==> src/rtl/cfg_chain_ctrl.sv <==
// rtl/cfg_chain_ctrl.sv - serial configuration chain sequencer with readback capture
// Shifts a parallel word LSB-first into a flip-flop chain, captures the old contents, then pulses the shadow latch.
module cfg_chain_ctrl #(
  parameter  int CHAIN_LEN = 32,
  localparam int CNT_W     = $clog2(CHAIN_LEN + 1)
) (
  input  logic                 clk,
  input  logic                 rst,
  input  logic                 cfg_valid,
  output logic                 cfg_ready,
  input  logic [CHAIN_LEN-1:0] cfg_data,
  input  logic                 hold,
  output logic                 chain_en,
  output logic                 chain_sdo,
  input  logic                 chain_sdi,
  output logic                 chain_latch,
  output logic [CHAIN_LEN-1:0] rb_data,
  output logic                 rb_valid,
  output logic                 busy
);

  typedef enum logic [1:0] {
    IDLE  = 2'd0,
    SHIFT = 2'd1,
    LATCH = 2'd2
  } state_t;

  localparam logic [CNT_W-1:0] LAST_SHIFT = CNT_W'(CHAIN_LEN - 1);

  state_t               state, state_nxt;
  logic [CHAIN_LEN-1:0] tx_shreg;
  logic [CHAIN_LEN-1:0] rx_shreg;
  logic [CNT_W-1:0]     cnt;

  always_comb begin
    state_nxt   = state;
    cfg_ready   = 1'b0;
    chain_en    = 1'b0;
    chain_latch = 1'b0;
    busy        = 1'b0;
    case (state)
      IDLE: begin
        cfg_ready = 1'b1;
        if (cfg_valid) state_nxt = SHIFT;
      end
      SHIFT: begin
        busy     = 1'b1;
        chain_en = !hold;
        if (!hold && cnt == LAST_SHIFT) state_nxt = LATCH;
      end
      LATCH: begin
        busy        = 1'b1;
        chain_latch = 1'b1;
        state_nxt   = IDLE;
      end
      default: state_nxt = IDLE;
    endcase
  end

  // tx_shreg is a register, so the serial bit is stable across the whole enabled cycle
  assign chain_sdo = (state == SHIFT) & tx_shreg[0];

  always_ff @(posedge clk) begin
    if (rst) begin
      state    <= IDLE;
      tx_shreg <= '0;
      rx_shreg <= '0;
      cnt      <= '0;
      rb_data  <= '0;
      rb_valid <= 1'b0;
    end else begin
      state <= state_nxt;
      if (state == IDLE && cfg_valid) begin
        tx_shreg <= cfg_data;
        cnt      <= '0;
      end
      if (chain_en) begin
        tx_shreg <= tx_shreg >> 1;
        rx_shreg <= {chain_sdi, rx_shreg[CHAIN_LEN-1:1]};
        cnt      <= cnt + CNT_W'(1);
      end
      // first bit captured is the old stage 0, so after CHAIN_LEN shifts rx_shreg mirrors the old chain
      if (chain_latch) begin
        rb_data  <= rx_shreg;
        rb_valid <= 1'b1;
      end
    end
  end

endmodule

==> config.mk <==
export PLATFORM = sky130hd
export DESIGN_NAME = cfg_chain_ctrl
export DESIGN_NICKNAME = d
export VERILOG_FILES = /design/src/rtl/cfg_chain_ctrl.sv
export SDC_FILE = /design/constraint.sdc
export NUM_CORES = 1
export LEC_CHECK = 0
export CAP_MARGIN = 20
export CORE_MARGIN = 4
export CORE_UTILIZATION = 55
export CTS_CLUSTER_SIZE = 25
export DETAILED_ROUTE_END_ITERATION = 8
export PLACE_DENSITY = 0.82
export RECOVER_POWER = 25
export SKIP_LAST_GASP = 1
export SYNTH_ARGS = -nofsm -noshare
export SYNTH_HDL_FRONTEND = slang
export SYNTH_SLANG_ARGS = --single-unit
==> constraint.sdc <==
create_clock -name clk -period 2.5 [get_ports clk]
set_input_delay 0.25 -clock clk [delete_from_list [all_inputs] [get_ports clk]]
set_output_delay 0.25 -clock clk [all_outputs]
set_load 0.03 [all_outputs]
---- Word level (Yosys, flattened, before mapping) ----
Index checks and enable logic that the tools add are counted.
operators by class
  add/sub/neg operators ................... 1
  eq/ne operators ......................... 5
  muxes and demuxes ....................... 11
  bitwise gates (word level) .............. 1
  reduce and logical (&&, ||, !) cells .... 8
operators by type and width
  cell                                                              number
  31-bit two-way mux                                                2
  6-bit two-way mux                                                 2
  6-bit by 1-bit adder with 6-bit output (second input constant)    1
  6-bit by 5-bit == test with 1-bit output (second input constant)  1
  1-bit two-way mux                                                 4
  2-bit two-way mux                                                 2
  2-bit inequality test (second input constant)                     2
  2-bit case mux with 2 select lines                                1
  2-bit OR reduction                                                2
  2-bit by 1-bit == test with 1-bit output (second input constant)  1
  2-bit == test (second input constant)                             1
  1-bit logical AND                                                 2
  2-bit logical NOT                                                 1
  2-bit AND reduction                                               1
  2-bit nonzero test                                                1
  1-bit bitwise AND                                                 1
  1-bit logical NOT                                                 1
storage, ports and cells
  bits in registers ....................... 105
  input port bits ......................... 37
  output and inout bits ................... 38
  word-level logic and storage cells ...... 33

---- Longest topological paths before layout ----
Gate-level depths: netlist (run 1).
  depth in word-level cells ............... 4
  gate-level depth with buffers ........... 9
  mapped depth without buffers ............ 7

---- Worst setup path before layout (run 1) ----
Ideal clock, no wire load.
  path kind ............................... flip-flop to flip-flop
  start point ............................. register state[0]
  end point ............................... register tx_shreg[10]
  arrival ................................. 1.578 ns
  data required time ...................... 2.411 ns
  path slack .............................. 0.833 ns
  cell stages (with the launch flop) ...... 7
  path buffers ............................ 2
  period minus slack after synthesis ...... 1.667 ns
  cells stage by stage .................... dfxtp_1 -> inv_1 -> ha_1 -> buf_4 -> clkbuf_1 -> nand3_1 -> a311oi_2
on the way
  cells in the longest elaborated chain, start to end .. 3
  elaborated cells between the ends (all ways) .. 6
  classes of those cells .................. eq/ne: 1; mux: 2; reduce/logical: 3
RTL lines
  element                                                                        RTL line  text
  start, declared                                                                30        state_t state, state_nxt;
  start signal, assigned                                                         72        state <= state_nxt;
  2-bit by 1-bit == test with 1-bit output or 2-bit logical NOT (tied branches)  41, 73
  1-bit two-way mux or 1-bit logical AND (tied branches)                         41, 73
  31-bit two-way mux or 2-bit nonzero test (tied branches)                       n/a
  end signal, assigned                                                           74        tx_shreg <= cfg_data;
  end signal, assigned                                                           78        tx_shreg <= tx_shreg >> 1;
  end, declared                                                                  31        logic [CHAIN_LEN-1:0] tx_shreg;
Several ways; a longest one is shown, not always the timed one.
A chain may end at the register's enable or synchronous reset.

---- Worst setup path in the final report (run 1) ----
  start point ............................. register state[1]
  end point ............................... output chain_en
on the way
  cells in the longest elaborated chain, start to end .. 2
RTL lines
  element                                   RTL line  text
  2-bit by 1-bit == test with 1-bit output  41        case (state)
  1-bit two-way mux                         41
  end, declared                             13        output logic chain_en,
No other way between the ends.

==> results of run 1 <==
cells by family after synthesis:
family                     synth area share
AOI/OAI and AO/OA                     0.147
xor gates and xnor gates            0.00204
adders and majority gates            0.0175
buffers and inverters                0.0579
DFF                                   0.489
muxes                                0.0849
and+or+nand+nor                       0.202
how the worst max path moves through the flow:
stage | start | end | slack, ns | cells after the start
after floorplan | state[0]$_SDFFE_PP0P_ | tx_shreg[10]$_SDFFE_PP0P_ | 0.83 | 6
after global placement | hold | cnt[5]$_SDFFE_PP0P_ | 0.61 | 7
after detailed placement | hold | cnt[5]$_SDFFE_PP0P_ | 0.57 | 7
after CTS | state[1]$_SDFFE_PP0P_ | chain_en | 0.27 | 5
after global routing | state[1]$_SDFFE_PP0P_ | chain_en | 0.19 | 5
final | state[1]$_SDFFE_PP0P_ | chain_en | 0.31 | 5
per-layer routing:
layer,track usage,share of wire,up-vias
met4,0.0713,0.010,0
met2,0.334,0.48,89
li1,-,-,1728
met1,0.246,0.46,1607
met5,0,0,-
met3,0.0318,0.046,8
sequential cells by signal, summed over array words and instances, names as in the netlist:
register,flops
state,2
rb_valid,1
tx_shreg,32
rb_data,32
cnt,6
rx_shreg,32
cell type report:
cell class                 instances  area [um^2]  share of cell area
multi-input combinational        328         1960               0.374
inverter                           4         20.0             0.00383
timing repair buffer              81          813               0.155
clock inverter                     7         90.1              0.0172
clock buffer                       9          124              0.0237
sequential                       105         2100               0.402
tap                               99          124              0.0237
layout by cell type, fill, tap and decap left out, types with 6 or more instances in the layout:
| cell type | synthesis | routed |
|---|---|---|
| dfxtp_1 | 105 | 105 |
| nand2_1 | 96 | 96 |
| nor2_1 | 72 | 72 |
| a21oi_1 | 35 | 35 |
| ha_1 | 6 | 6 |
| clkbuf_8 | 0 | 9 |
| a311oi_1 | 10 | 10 |
| nand3_1 | 32 | 32 |
| clkdlybuf4s50_1 | 0 | 68 |
| mux2i_1 | 35 | 35 |
| a311oi_2 | 21 | 21 |
power by group through the flow:
stage / sequential (mW) / combinational, mW / clock [mW]
6_report: 1.93 / 1.25 / 1.08
2_1_floorplan: 1.95 / 1.03 / 0
3_5_place_dp: 1.97 / 1.26 / 0
4_1_cts: 1.93 / 1.26 / 1.11
5_1_grt: 1.95 / 1.38 / 1.19
3_3_place_gp: 1.96 / 1.22 / 0
metrics by stage:
step | cell area, um^2 | power (mW) | worst slack, ns
finish | 5230 | 4.27 | 0.308
global route | 5230 | 4.52 | 0.189
CTS | 5240 | 4.30 | 0.271
detailed placement | 5020 | 3.22 | 0.569
global placement | 5020 | 3.18 | 0.606
floorplan | 4300 | 2.98 | 0.833
==> results.ini, run 1 <==
[outcome]
outcome=completed

[final_layout]
nFillCells=566
layout-area-overhead-vs-synth_pct=21.6
stdcell_count=633
layout-drive-gt1-share=0.0993
antennaDiodeCount=0
nNetsFinal=572
fin_util=0.706

[clock_network]
clk_path_buf_depth=2
clock_latency_ns=0.36
cts_buffers=9
cts_tree=built
clock-sinks=105
post_cts_buffers=0
clk_pin_slew_ns=0.10
ctsResizeCount=0
holdBufCountCts=0
h-tree-depth=3
root_buffer=clkbuf_8

[worst_setup_path]
r2r_cells=5
rrSetupSlack_ns=0.49
r2r-end=rb_data[4]$_SDFFE_PP0P_
path_delay_family=buffers and inverters
critPathKind=flop to output port
end_kind=output port
crit_path_max_fanout=4
critPathSlowestCell=clkdlybuf4s50_1
path_buf_inv=3
startpoint_type=flop
critical_path_required_ns=2.25
r2r-start=state[0]$_SDFFE_PP0P_
critPathMaxStageDelay_ns=0.69
cp_cell_sequence=inv_1 > ha_1 > nand2b_4 > clkinv_4 > clkdlybuf4s50_1
crit_arrival_ns=1.94

[place]
hpwl_mm=5.81
dp.cells=617
io_buffers=74
gp_congestion=0.791

[synthesis]
synth_ff_type=dfxtp_1
synth.cell_area_um2=4300
yosys.area.top_type=dfxtp_1
synth_common_cells=105 x dfxtp_1, 96 x nand2_1, 72 x nor2_1
avgSynthCellArea_um2=8.98
ys_seq_area_frac=0.489
synth-edff-count=0
synth_fp_nets=522
async_flop_share=0
synth_cell_types=33
synth_warnings=0
syn_inst=479
netlist.area_leader.share=0.489
yosysMostFrequentCell=dfxtp_1
synthTopCellsByArea=dfxtp_1 49%, nand2_1 8.4%, mux2i_1 8.1%, a311oi_2 7.3%, nor2_1 6.3%
ys_seq_elements=105

[route]
antenna_left=0
drt_iter0_drc=193
avgViaCountPerCell=5.42
first_pass_iters=5
route.detailed.wl_per_inst_um=13.7
wl_mm=8.66
drc=0
vias=3432

[sta]
max_freq_ghz=0.456
slew_headroom=0.292
maxSlewViolCount=0
fin_crit_sh=0.877
setup_violations=0
skew_ns=0.0127
tightest_slew_ns=1.06
whs_ns=0.401
fin_crit_ns=2.19
finalSetupTns_ns=0
hold_viol=0
rsz0062_at_grt=false

[floorplanning]
initial_core_util=0.581
die_y_um=96.4
fp.coreArea_um2=7410
rows=31
io_pins=75
die_x_um=96.4
dieArea_um2=9300

[pwr]
p_seq_frac=0.453
power_density_nw_per_um2=816
max-vdd-ir-drop_mv=0.880
power_switching_mw=1.46
p_int_mw=2.80
pwr-share-comb=0.293
switching_share=0.343
p_leak_nw=1.84
clockPowerShare=0.254

[min_path]
holdPathEnd=cnt[1]$_SDFFE_PP0P_
hp-class=input pin to flop
whs_path_depth=2
holdCritStartpoint=rst

[grt]
grt_pass1_vias=3237
track_usage=0.195
grt_antenna_before_repair=0
overflow=0
grt_pass1_wl_mm=14.5
grt_max_degree=98

[flow_run]
maxCapViolCount=0

Note: power is estimated with default switching activity, not from simulation.
==> inputs of run 2 (changes only) <==
Settings changed: REMOVE_ABC_BUFFERS set to 1.
==> results.ini, run 2 (synthesized netlist as in run 1, its figures left out) <==
[outcome]
outcome=completed

[floorplanning]
dieArea_um2=9300  ; unchanged
io_pins=75  ; unchanged
rows=31  ; unchanged
fp.coreArea_um2=7410  ; unchanged
die_y_um=96.4  ; unchanged
die_x_um=96.4  ; unchanged
initial_core_util=0.581  ; unchanged

[worst_setup_path]
critical_path_required_ns=2.25  ; about the same
critPathSlowestCell=clkdlybuf4s50_1
critPathKind=flop to output port
cp_num_cells=3  ; -2
cp_cell_sequence=inv_1 > ha_1 > clkdlybuf4s50_1
path_buf_inv=2  ; -1
crit_arrival_ns=2.09  ; +0.15 ns
startpoint_type=flop
crit_path_max_fanout=13  ; +9
r2r_cells=5  ; unchanged
end_kind=output port
path_delay_family=buffers and inverters
critPathMaxStageDelay_ns=0.77  ; +0.08 ns

[clock_network]
clock_latency_ns=0.36  ; about the same
h-tree-depth=3  ; unchanged
post_cts_buffers=0  ; unchanged
clk_path_buf_depth=2  ; unchanged
cts_tree=built
cts_buffers=9  ; unchanged
clock-sinks=105  ; unchanged
root_buffer=clkbuf_8
ctsResizeCount=0  ; unchanged
clk_pin_slew_ns=0.10  ; about the same
holdBufCountCts=0  ; unchanged

[sta]
hold_viol=0  ; unchanged
whs_ns=0.335  ; -0.0657 ns
maxSlewViolCount=0  ; unchanged
fin_crit_ns=2.34  ; +0.147 ns
setup_violations=0  ; unchanged
worst_slack_ns=0.161  ; -0.147 ns
skew_ns=0.0102  ; -0.00244 ns
tightest_slew_ns=1.19  ; +0.131 ns
max_freq_ghz=0.427  ; -6.3%
rsz0062_at_grt=false
slew_headroom=0.205  ; -0.0875
fin_crit_sh=0.936  ; +0.0588

[route]
drt_iter0_drc=154  ; -20%
avgViaCountPerCell=5.40  ; -0.36%
vias=3425  ; -0.20%
wl_mm=8.52  ; -1.5%
antenna_left=0  ; unchanged
drc=0  ; unchanged
first_pass_iters=4  ; -1
route.detailed.wl_per_inst_um=13.4  ; -1.7%

[final_layout]
seq_area_um2=2100  ; unchanged
multi_input_area_um2=1960  ; unchanged
antennaDiodeCount=0  ; unchanged
layout-area-overhead-vs-synth_pct=21.5  ; about the same
layout-drive-gt1-share=0.0972  ; -0.00205
top_regs=rb_data (32), rx_shreg (32), tx_shreg (32)
final_common_cell=dfxtp_1
nNetsFinal=573  ; +0.17%
stdcell_count=634  ; +0.16%
layout.cells.most_common_list=105 x dfxtp_1, 96 x nand2_1, 72 x nor2_1
nFillCells=585  ; +3.4%

[place]
hpwl_mm=5.77  ; -0.63%
place_ws_ns=0.488  ; -0.0813 ns
gp_congestion=0.813  ; +2.7%
dp.cells=618  ; +0.16%
io_buffers=74  ; unchanged

[flow_run]
maxCapViolCount=0  ; unchanged

[pwr]
clockPowerShare=0.250  ; -0.004
power_switching_mw=1.46  ; about the same
switching_share=0.343  ; about the same
max-vdd-ir-drop_mv=0.554  ; -37%
p_leak_nw=1.83  ; -0.62%
power_density_nw_per_um2=816  ; about the same
p_total_mw=4.27  ; about the same
p_seq_frac=0.453  ; about the same
p_int_mw=2.80  ; about the same
pwr-share-comb=0.296  ; +0.003

[grt]
overflow=0  ; unchanged
track_usage=0.192  ; -0.00230
grt_antenna_before_repair=0  ; unchanged
grt_pass1_vias=3201  ; -1.1%
grt_pass1_wl_mm=14.3  ; -1.1%
grt_max_degree=98  ; unchanged

[min_path]
whs_path_depth=2  ; unchanged
hp-class=input pin to flop

==> run 2: changes by cell type in the layout (fill, tap and decap cells not counted), sizes merged <==
cell           previous run  this run
clkinvlp                  2         1
dlygate4sd3               5         2
clkbuf                   10        11
clkdlybuf4s50            68        71
inv                       5         6
==> run 2: final timing paths <==
kind         slack (ns)                         to                 startpoint
min                0.34   rb_data[27]$_SDFFE_PP0P_                        rst
min reg2reg        0.46  rx_shreg[17]$_SDFFE_PP0P_  rx_shreg[18]$_SDFFE_PP0P_
max reg2reg        0.40   rb_data[30]$_SDFFE_PP0P_      state[0]$_SDFFE_PP0P_
max                0.16                  cfg_ready      state[0]$_SDFFE_PP0P_
==> run 2: cell type report <==
type / instances / share of cell area
clock buffer: 9 / 0.0237
clock inverter: 7 / 0.0160
inverter: 4 / 0.00383
multi-input combinational: 328 / 0.375
sequential: 105 / 0.402
tap: 99 / 0.0237
timing repair buffer: 82 / 0.156
==> run 2: through the flow <==
| stage | cell area (um^2) | setup TNS [ns] | utilization |
|---|---|---|---|
| global route | 5230 | 0 | 0.706 |
| finish | 5230 | 0 | 0.706 |
| floorplan | 4070 | -75.19 | - |
| detailed placement | 5030 | 0 | 0.679 |
| global placement | 5030 | 0 | 0.679 |
| CTS | 5240 | 0 | 0.707 |
==> run 2: power by group through the flow <==
stage | Combinational [mW] | Sequential, mW | Clock, mW
2_1_floorplan | 0.902 | 1.95 | 0
3_5_place_dp | 1.27 | 1.97 | 0
6_report | 1.27 | 1.93 | 1.07
4_1_cts | 1.27 | 1.93 | 1.09
5_1_grt | 1.39 | 1.95 | 1.16
3_3_place_gp | 1.23 | 1.96 | 0
==> run 2: metal layers <==
layer	vias to the layer above	wire (um)	global-route usage
li1	1723	-	-
met1	1599	4110	0.263
met2	93	3810	0.306
met3	10	507	0.0325
met4	0	97	0.0701
met5	-	0	0
==> inputs of run 3 (changes only) <==
Settings changed: CAP_MARGIN 20 to 30, CORE_ASPECT_RATIO set to 0.75.
==> results.ini, run 3 (synthesized netlist as in run 1, its figures left out) <==
[worst_setup_path]
critPathKind=flop to output port
startpoint_type=flop
crit_path_max_fanout=4  ; -9
r2r-end=rb_data[20]$_SDFFE_PP0P_
end_kind=output port
r2r-start=state[0]$_SDFFE_PP0P_
r2r_cells=5  ; unchanged
rrSetupSlack_ns=0.50  ; +0.10 ns
crit_arrival_ns=2.02  ; -0.07 ns
critical_path_required_ns=2.25  ; about the same

[final_layout]
top_regs=rb_data (32), rx_shreg (32), tx_shreg (32)
fin_util=0.698  ; -0.00795
nNetsFinal=574  ; +0.17%
layout.cells.most_common_list=105 x dfxtp_1, 96 x nand2_1, 72 x nor2_1
final_common_cell=dfxtp_1
layout-drive-gt1-share=0.101  ; +0.00355
stdcell_count=637  ; +0.47%
layout-area-overhead-vs-synth_pct=21.1
antennaDiodeCount=0  ; unchanged
nFillCells=603  ; +3.1%

[floorplanning]
die_y_um=84.6  ; -12%
io_pins=75  ; unchanged
rows=27  ; -13%
dieArea_um2=9320  ; +0.16%
fp.coreArea_um2=7470  ; +0.78%
die_x_um=110  ; +14%
initial_core_util=0.576  ; -0.00448

[min_path]
holdCritStartpoint=rst
hp-class=input pin to flop
whs_path_depth=2  ; unchanged
holdPathEnd=rb_data[22]$_SDFFE_PP0P_

[grt]
overflow=0  ; unchanged
grt_pass1_vias=3207  ; +0.19%
grt_pass1_wl_mm=15.0  ; +4.8%
grt_antenna_before_repair=0  ; unchanged
track_usage=0.199  ; +0.00659
grt_max_degree=98  ; unchanged

[clock_network]
h-tree-depth=3  ; unchanged
cts_tree=built
holdBufCountCts=0  ; unchanged
clock-sinks=105  ; unchanged
cts_buffers=9  ; unchanged
ctsResizeCount=0  ; unchanged
clk_path_buf_depth=2  ; unchanged
post_cts_buffers=0  ; unchanged
root_buffer=clkbuf_8
clock_latency_ns=0.37  ; about the same
clk_pin_slew_ns=0.11  ; about the same

[pwr]
power_switching_mw=1.50  ; +2.3%
pwr-share-comb=0.302  ; +0.006
p_int_mw=2.74  ; -2.2%
power_density_nw_per_um2=814  ; -0.28%
clockPowerShare=0.241  ; -0.009
switching_share=0.353  ; +0.0100
p_total_mw=4.24  ; -0.64%
p_leak_nw=1.86  ; +1.5%
p_seq_frac=0.457  ; +0.004
max-vdd-ir-drop_mv=0.506  ; -8.7%

[route]
wl_mm=9.07  ; +6.3%
vias=3467  ; +1.2%
route.detailed.wl_per_inst_um=14.2  ; +5.8%
avgViaCountPerCell=5.44  ; +0.75%
drt_iter0_drc=218  ; +42%
drc=0  ; unchanged
antenna_left=0  ; unchanged
first_pass_iters=4  ; unchanged

[place]
hpwl_mm=6.05  ; +4.9%
io_buffers=74  ; unchanged
dp.cells=621  ; +0.49%
gp_congestion=0.814  ; +0.21%

[flow_run]
maxCapViolCount=0  ; unchanged

[sta]
setup_violations=0  ; unchanged
maxSlewViolCount=0  ; unchanged
skew_ns=0.00976  ; -0.000481 ns
tightest_slew_ns=1.07  ; -0.124 ns
rsz0062_at_grt=false
hold_viol=0  ; unchanged
max_freq_ghz=0.441  ; +3.1%
fin_crit_ns=2.27  ; -0.0713 ns
slew_headroom=0.288  ; +0.0828
fin_crit_sh=0.907  ; -0.0285

[outcome]
outcome=completed

==> run 3: cell count changes in the layout (fill, tap and decap cells not counted), sizes merged <==
cell	change
buf	+2
clkdlybuf4s50	-9
clkinv	-1
inv	+1
dlygate4sd3	+9
bufinv	-1
==> run 3: worst max-delay path by stage <==
stage                                from             endpoint  cells past startpoint
floorplan           state[1]$_SDFFE_PP0P_  cnt[5]$_SDFFE_PP0P_                      7
global placement                cfg_valid  cnt[5]$_SDFFE_PP0P_                      5
detailed placement              cfg_valid  cnt[5]$_SDFFE_PP0P_                      5
CTS                 state[1]$_SDFFE_PP0P_            cfg_ready                      3
global route        state[1]$_SDFFE_PP0P_             chain_en                      5
finish              state[1]$_SDFFE_PP0P_             chain_en                      5
==> run 3: layout make-up <==
cell class                 count  area (um^2)  share of cell area
clock buffer                  10          138              0.0264
clock inverter                 6         56.3              0.0108
inverter                       4         20.0             0.00384
multi-input combinational    328         1950               0.374
sequential                   105         2100               0.404
tap                          101          126              0.0243
timing repair buffer          83          816               0.157
==> run 3: worst max-delay path, stage by stage (launching register included) <==
cell	delay, ns
dfxtp_1	0.34
inv_1	0.12
ha_1	0.23
nand2b_1	0.17
clkinv_4	0.08
clkdlybuf4s50_1	0.70
==> run 3: power by group through the flow <==
| stage | Combinational [mW] | Clock (mW) | Sequential (mW) |
|---|---|---|---|
| CTS | 1.29 | 1.05 | 1.93 |
| finish | 1.28 | 1.02 | 1.94 |
| detailed placement | 1.29 | 0 | 1.97 |
| global placement | 1.24 | 0 | 1.96 |
| global route | 1.39 | 1.11 | 1.95 |
| floorplan | 0.902 | 0 | 1.95 |
==> run 3: stage by stage <==
stage                     area, um^2  worst slack, ns  TNS, ns  hold WS, ns
final                           5210            0.232        0        0.384
after global routing            5210            0.126        0        0.395
after CTS                       5220            0.261        0        0.381
after detailed placement        5030            0.505        0        0.461
after global placement          5030            0.543        0        0.445
after floorplan                 4070            -1.75   -75.19        0.316
==> run 3: layer usage <==
layer	vias to the layer above	share of wire	track usage
met5	-	0	0
met4	0	0.015	0.0694
met3	12	0.054	0.0492
met2	99	0.46	0.308
met1	1622	0.47	0.270
li1	1734	-	-
